$ cat src/rtl/radix4_multiplier.sv
// radix4_multiplier: parametrised radix-4 Booth sequential multiplier.
// Signed or unsigned per operation; fixed WIDTH/2+1 iteration latency.
//
// Ports:
//   clk          rising-edge clock
//   reset        synchronous, active-high reset
//   op_start     start request, accepted in IDLE or DONE
//   op_clear     synchronous abort, returns to IDLE
//   op_signed    1 = two's-complement operands, 0 = unsigned
//   multiplier   operand B, latched with op_start
//   multiplicand operand A, latched with op_start
//   op_busy      high while calculating
//   op_done      high while the result is valid
//   result       registered 2*WIDTH-bit product
module radix4_multiplier #(
    parameter int WIDTH = 64
) (
    input  logic                 clk,
    input  logic                 reset,
    input  logic                 op_start,
    input  logic                 op_clear,
    input  logic                 op_signed,
    input  logic [WIDTH-1:0]     multiplier,
    input  logic [WIDTH-1:0]     multiplicand,
    output logic                 op_busy,
    output logic                 op_done,
    output logic [2*WIDTH-1:0]   result
);

    // Operands widen by two bits so the digit count is even and the
    // same in both modes; the upper field has headroom for +/-2A.
    localparam int EW = WIDTH + 2;
    localparam int UW = WIDTH + 4;
    localparam int AW = UW + EW + 1;
    localparam int N  = WIDTH / 2 + 1;
    localparam int CW = $clog2(N + 1);

    localparam logic [CW-1:0] N_C   = CW'(N);
    localparam logic [CW-1:0] ONE_C = CW'(1);

    typedef enum logic [1:0] {
        IDLE,
        CALC,
        DONE
    } state_t;

    state_t          state;
    state_t          state_nxt;
    logic [EW-1:0]   a_q;
    logic [AW-1:0]   acc_q;
    logic [AW-1:0]   acc_nxt;
    logic [CW-1:0]   cnt_q;
    logic [EW-1:0]   a_ext;
    logic [EW-1:0]   b_ext;
    logic [UW-1:0]   a_w;
    logic [UW-1:0]   addend;
    logic [UW-1:0]   upper_sum;
    logic            accept;
    logic            last;

    assign a_ext = {{2{op_signed & multiplicand[WIDTH-1]}}, multiplicand};
    assign b_ext = {{2{op_signed & multiplier[WIDTH-1]}}, multiplier};

    assign accept = op_start && (state == IDLE || state == DONE);
    assign last   = (state == CALC) && (cnt_q == ONE_C);

    // State register
    always_ff @(posedge clk) begin
        if (reset) begin
            state <= IDLE;
        end else begin
            state <= state_nxt;
        end
    end

    // Next-state logic; clear beats start
    always_comb begin
        state_nxt = state;
        if (op_clear) begin
            state_nxt = IDLE;
        end else begin
            unique case (state)
                IDLE: if (op_start) state_nxt = CALC;
                CALC: if (last)     state_nxt = DONE;
                DONE: if (op_start) state_nxt = CALC;
                default:            state_nxt = IDLE;
            endcase
        end
    end

    // Output logic
    always_comb begin
        op_busy = (state == CALC);
        op_done = (state == DONE);
    end

    // Booth recoding of the low three accumulator bits
    always_comb begin
        a_w = {{2{a_q[EW-1]}}, a_q};
        case (acc_q[2:0])
            3'b001, 3'b010: addend = a_w;
            3'b011:         addend = a_w << 1;
            3'b100:         addend = -(a_w << 1);
            3'b101, 3'b110: addend = -a_w;
            default:        addend = '0;
        endcase
        upper_sum = acc_q[AW-1 -: UW] + addend;
        acc_nxt   = $signed({upper_sum, acc_q[EW:0]}) >>> 2;
    end

    // Datapath registers
    always_ff @(posedge clk) begin
        if (reset || op_clear) begin
            a_q    <= '0;
            acc_q  <= '0;
            cnt_q  <= '0;
            result <= '0;
        end else if (accept) begin
            a_q    <= a_ext;
            acc_q  <= {{UW{1'b0}}, b_ext, 1'b0};
            cnt_q  <= N_C;
            result <= '0;
        end else if (state == CALC) begin
            acc_q <= acc_nxt;
            cnt_q <= cnt_q - ONE_C;
            // Product sits just above the guard bit after the last shift
            if (last) begin
                result <= acc_nxt[2*WIDTH:1];
            end
        end
    end

endmodule

$ cat config.mk
export PLATFORM = sky130hd
export DESIGN_NAME = radix4_multiplier
export DESIGN_NICKNAME = d
export VERILOG_FILES = /design/src/rtl/radix4_multiplier.sv
export SDC_FILE = /design/constraint.sdc
export NUM_CORES = 1
export LEC_CHECK = 0
export BUFFER_PORTS_ARGS = -buffer_cell sky130_fd_sc_hd__buf_4
export CORE_ASPECT_RATIO = 0.5
export CORE_MARGIN = 2
export CORE_UTILIZATION = 40
export CTS_BUF_LIST = sky130_fd_sc_hd__clkbuf_2
export CTS_CLUSTER_DIAMETER = 40
export DETAILED_ROUTE_END_ITERATION = 8
export GPL_TIMING_DRIVEN = 0
export RECOVER_POWER = 50
export SYNTH_ARGS = -nofsm -noshare
export SYNTH_HDL_FRONTEND = slang
export SYNTH_SLANG_ARGS = --single-unit
$ cat constraint.sdc
create_clock -name clk -period 10.6 [get_ports clk]
set_input_delay 1.59 -clock clk [delete_from_list [all_inputs] [get_ports clk]]
set_output_delay 1.59 -clock clk [all_outputs]
set_load 0.05 [all_outputs]
# Word-level counts from Yosys, hierarchy flattened
# Index checks and enable logic that the tools add are counted.
[word_totals] wordCells=45 inputBits=133 regBits=334
[classes] reduce_logical=13 bitwise=2 addsub=4 mux=8 n_eq_ne=11
[ops] op="$pmux 68 s4" count=1
[ops] op="$neg 68->68" count=2
[ops] op="$mux 67" count=2
[ops] op="$add 68x68->68" count=1
[ops] op="$mux 6" count=2
[ops] op="$reduce_or 2->1" count=5
[ops] op="$eq 3x3->1 const B" count=3
[ops] op="$eq 3x2->1 const B" count=2
[ops] op="$eq 6x1->1 const B" count=1
[ops] op="$sub 6x1->6 const B" count=1
[ops] op="$mux 2" count=2
[ops] op="$ne 2x1->1 const B" count=2
[ops] op="$pmux 2 s2" count=1
[ops] op="$reduce_and 2->1" count=2
[ops] op="$eq 3x1->1 const B" count=1
[ops] op="$and 1x1->1" count=2
[ops] op="$eq 2x1->1 const B" count=1
[ops] op="$eq 2x2->1 const B" count=1
[ops] op="$logic_and 1x1->1" count=2
[ops] op="$logic_not 2->1" count=1
[ops] op="$logic_or 1x1->1" count=2
[ops] op="$reduce_bool 2->1" count=1

# Logic depth before layout (Yosys ltp)
[depth] word_depth=6 mapped_depth=25 depth_no_buf=24

# Least setup slack after synthesis
# No wires, ideal clock.
[synth_path] kind="register to register" startpoint="reg a_q[0]" endpoint="reg acc_q[132] (netlist name)" n_path_buf=1 arrival_time_ns=6.037 path_stages_with_launch=26 setup_slack_ns=4.491 setup_ns=0.072 path_cell_list="dfxtp_1 -> inv_1 -> ha_1 -> or3b_2 -> nor4_1 -> nand4_1 -> or3_1 -> or3_1 -> nor3_1 -> nand2_1 -> xor2_1 -> mux2i_1 -> o311ai_0 -> ha_1 -> clkbuf_1 -> a21oi_1 -> o21bai_1 -> a21oi_1 -> nand2_1 -> nor3_1 -> a21oi_1 -> a211oi_1 -> a21oi_1 -> a221oi_1 -> mux2i_1 -> mux2i_1"
[synth_via] elab_chain_len=3 word_cells_on_any_way=4
[synth_rtl] element="start, declared" line_no="49" source="logic [EW-1:0] a_q;"
[synth_rtl] element="start signal, assigned" line_no="119" source="a_q <= a_ext;"
[synth_rtl] element="$neg 68->68 (on tied branches)" line_no="104, 103"
[synth_rtl] element="$pmux 68 s4 *" line_no="100" source="case (acc_q[2:0])"
[synth_rtl] element="$add 68x68->68 *" line_no="107" source="upper_sum = acc_q[AW-1 -: UW] + addend;"
# Every way passes the cells marked *; elsewhere a longest branch is shown, timed or not.
# A chain may end at the register's enable or synchronous reset.

# Final worst setup path
[layout_path] startpoint="reg a_q[0]" endpoint="reg acc_q[132] (netlist name)"
[layout_via] elab_chain_len=3 word_cells_on_any_way=4
[layout_rtl] element="$neg 68->68 (on tied branches)" line_no="104, 103"
[layout_rtl] element="$pmux 68 s4 *" line_no="100"
[layout_rtl] element="$add 68x68->68 *" line_no="107"
# Marked as above.

==> impl_summary.txt <==
----------------------------------------------------
[Min path]
  Class of the tightest hold or removal check ... register to register
  Min-delay src ... result[85]$_SDFFE_PP0P_

[Power]
  Standby leakage power ... 8.72 nW
  Design Power ... 2.56 mW
  Largest voltage drop on the vdd net ... 59.4 uV
  Power density of the placed cells ... between 100 and 150 nW/um^2

[Setup path]
  Required time of the worst setup path ... 11.54 ns
  Cell family contributing the most delay on the critical path ... simple AND/OR/NAND/NOR gates
  Endpoint class of the critical path ... register
  Cell repeated most along the worst path ... sky130_fd_sc_hd__a21oi_1
  Launch point of the worst path ... a_q[0]$_SDFFE_PP0P_
  Buffers & Inverters on Critical Path ... 2
  Arrival time at the worst endpoint ... 9.28 ns
  Worst r2r src ... a_q[0]$_SDFFE_PP0P_
  Worst setup SP type ... register
  Slowest-stage cell, CP ... sky130_fd_sc_hd__nor4_1
  Critical path start-end classification ... register to register
  Maximum fanout along the worst path ... 7
  CP peak stage delay ... approximately 0.75 ns

[Clock tree]
  Latest clock arrival within the worst-skew pair ... approximately 1.1 ns
  PostCTS Resize Cnt ... 0
  Num Clock Sinks ... 334
  Count of H-tree levels built during CTS ... 3
  Maximum buffer depth of the clock tree ... 3
  Clock root cell ... sky130_fd_sc_hd__clkbuf_2
  Hold buffer count at CTS ... 0
  Num CTS Buffers ... 79
  Clock tree from TritonCTS ... done
  Number of setup buffers added after CTS ... 0
  Clock slew at reported path FFs ... 0.11 ns

[Final layout]
  Layout area overhead ... 17.5%
  Layout net count ... between 3k and 4k
  Final cell count without fillers ... 3684
  Fraction of layout cells with a size suffix above 1 ... 13.2%
  Fillers ... between 4k and 5k
  Area taken by flip-flops and latches ... 6690 um^2
  Multi-input gate area ... 11700 um^2
  Post-Route Utilization ... 48.1%

[Synthesis]
  Netlist area before placement ... 19400 um^2
  Most frequently used cell type in the post-synthesis netlist ... sky130_fd_sc_hd__nand2_1
  Share of synthesized flip-flops with an asynchronous set or reset ... 0%
  Number of warnings reported in the yosys synthesis log ... 0
  Proportion of netlist area held by the largest area contributor ... between 30% and 40%
  Main area contributors after synthesis ... sky130_fd_sc_hd__dfxtp_1, sky130_fd_sc_hd__nand2_1, sky130_fd_sc_hd__a21oi_1, sky130_fd_sc_hd__ha_1, sky130_fd_sc_hd__a22oi_1
  Yosys top cell by area ... sky130_fd_sc_hd__dfxtp_1
  Flop and latch count out of synthesis ... 334
  Part of the Yosys area used for sequential elements ... 34.5%
  Top cells by count, synth ... sky130_fd_sc_hd__nand2_1, sky130_fd_sc_hd__a21oi_1, sky130_fd_sc_hd__dfxtp_1, sky130_fd_sc_hd__clkbuf_1, sky130_fd_sc_hd__o21ai_0
  Avg Inst Size Synth ... around 7.3 um^2
  Primary flip-flop cell chosen by synthesis mapping ... sky130_fd_sc_hd__dfxtp_1
  Number of instances in the synthesized netlist ... 2644
  Unique masters post-synth ... 73
  Number of synthesized flops with an enable pin ... 0
  Synthesized Nets ... 2848

[Run status]
  Run status ... completed

[Die]
  Floorplan core area ... 47300 um^2
  Number of primary I/O pins ... 263
  Rows ... 56
  Starting utilization of the core area ... 40.9%
  Width of the die ... 315 um
  Die footprint ... 50300 um^2
  Height of the die ... 160 um

[GRT]
  Pin count of the biggest net entering global routing ... 12
  Remaining Overflow, GRT ... 0
  First-pass GRT wire length ... 111 mm
  Initial antenna violation count ... 2
  Via count of the first global-routing pass ... between 15k and 20k
  Combined global-route utilization of all metal layers ... 28.3%

[Route]
  Remaining DRCs ... 0
  Final ANT Viol Nets ... 0
  DRT iter0 DRCs ... about 1.7k
  Number of vias per cell ... 5.64
  Number of vias in the routed layout ... between 20k and 25k
  WL final ... around 73 mm
  Average detailed-routed wire length per instance ... 19.9 um
  TritonRoute pass-1 iters ... 8

[STA]
  Clock tree skew after final layout ... just under 0.08 ns
  Final max-slew violation count ... 0
  Final setup viols ... 0
  Fin crit period ... 8.34 ns
  Fin crit share ... 78.6%
  Unrepaired setup endpoints after global routing ... no
  Actual slew at the worst max-slew pin ... 1.43 ns
  Top achievable clock speed ... approximately 0.12 GHz
  Number of endpoints with negative hold slack in the final report ... 0
  Total Negative Setup Slacks ... 0 ns
  Max_slew headroom ... under 10%
  Worst slack on hold paths ... 0.458 ns

[Place]
  Placer congestion estimate ... 0.982
  Number of placed instances, taps included ... 3544
  Post-detail-place hpwl ... 55.3 mm
  Number of buffers inserted by port buffering ... 262

[Flow run]
  # Max-Cap Violations ... 0

----------------------------------------------------
## sequential cells by signal, indices dropped and copies added, names as in the netlist
| name | cells |
|---|---|
| cnt_q | 6 |
| a_q | 65 |
| result | 128 |
| acc_q | 133 |
| state | 2 |
## layout by cell type (no fill, tap or decap), types with 16 or more instances in the layout
master	instances
sky130_fd_sc_hd__buf_4	231
sky130_fd_sc_hd__a211oi_1	24
sky130_fd_sc_hd__nand2b_1	18
sky130_fd_sc_hd__nor3_1	32
sky130_fd_sc_hd__a21o_1	48
sky130_fd_sc_hd__nand3_1	33
sky130_fd_sc_hd__clkbuf_2	120
sky130_fd_sc_hd__buf_1	16
sky130_fd_sc_hd__nand4_1	28
sky130_fd_sc_hd__xor2_1	74
sky130_fd_sc_hd__nor2_1	104
sky130_fd_sc_hd__ha_1	70
sky130_fd_sc_hd__dfxtp_1	334
sky130_fd_sc_hd__xnor2_1	82
sky130_fd_sc_hd__or3_1	23
sky130_fd_sc_hd__nand2_1	683
sky130_fd_sc_hd__o21bai_1	18
sky130_fd_sc_hd__o21ai_0	113
sky130_fd_sc_hd__a22oi_1	100
sky130_fd_sc_hd__clkbuf_1	228
sky130_fd_sc_hd__a221oi_1	19
sky130_fd_sc_hd__a31oi_1	19
sky130_fd_sc_hd__a21oi_1	410
sky130_fd_sc_hd__inv_1	24
## layout make-up
type | instances | area share (%)
tap | 638 | 3.51
buffer | 219 | 3.69
antenna | 2 | 0.0220
sequential | 334 | 29.4
multi-input combinational | 2066 | 51.6
timing repair buffer | 262 | 8.15
clock inverter | 18 | 0.583
clock buffer | 120 | 2.64
inverter | 25 | 0.412
## worst paths after layout
kind	depth (start not counted)	slack (ns)	end
min	2	0.46	result[85]$_SDFFE_PP0P_
min reg2reg	2	0.46	result[85]$_SDFFE_PP0P_
max reg2reg	25	2.26	acc_q[132]$_SDFFE_PP0P_
max	25	2.26	acc_q[132]$_SDFFE_PP0P_
## where the power goes
part	total [mW]	leakage, nW	internal (mW)	switching (mW)
Sequential	1.29	2.70	1.27	0.0164
Combinational	0.373	5.46	0.128	0.245
Clock	0.900	0.557	0.348	0.552
Total	2.56	8.72	1.75	0.813
## per-layer routing
metal,wire length [um],GRT usage [%]
met5,0,0
met4,1650,7.19
met3,5870,6.07
met2,31100,42.3
met1,34800,40.9
## worst min-delay path, delay by kind of cell, from the launching register on
family	cells	cell delay, ns
AOI/OAI and AO/OA	1	0.05
DFF	1	0.32
and+or+nand+nor	1	0.05
## per-stage QoR
stage	instance area, um^2	setup slack, ns
CTS	22900	2.49
floorplan	19400	4.49
global route	22800	1.67
finish	22800	2.26
detailed placement	22100	2.57
global placement	22100	2.55
## kinds of logic (layout without fill, tap and decap cells)
kind of cell	count (synthesis)	count (layout)	synth area share [%]
compound gates	827	827	25.6
xor+xnor	157	157	7.14
fa+ha+maj	71	71	4.63
buf+inv	244	644	4.83
flops	334	334	34.5
mux	19	19	1.04
other cells	0	2	0
simple gates	992	992	22.3
No activity file was read; power rests on OpenSTA's default activity.
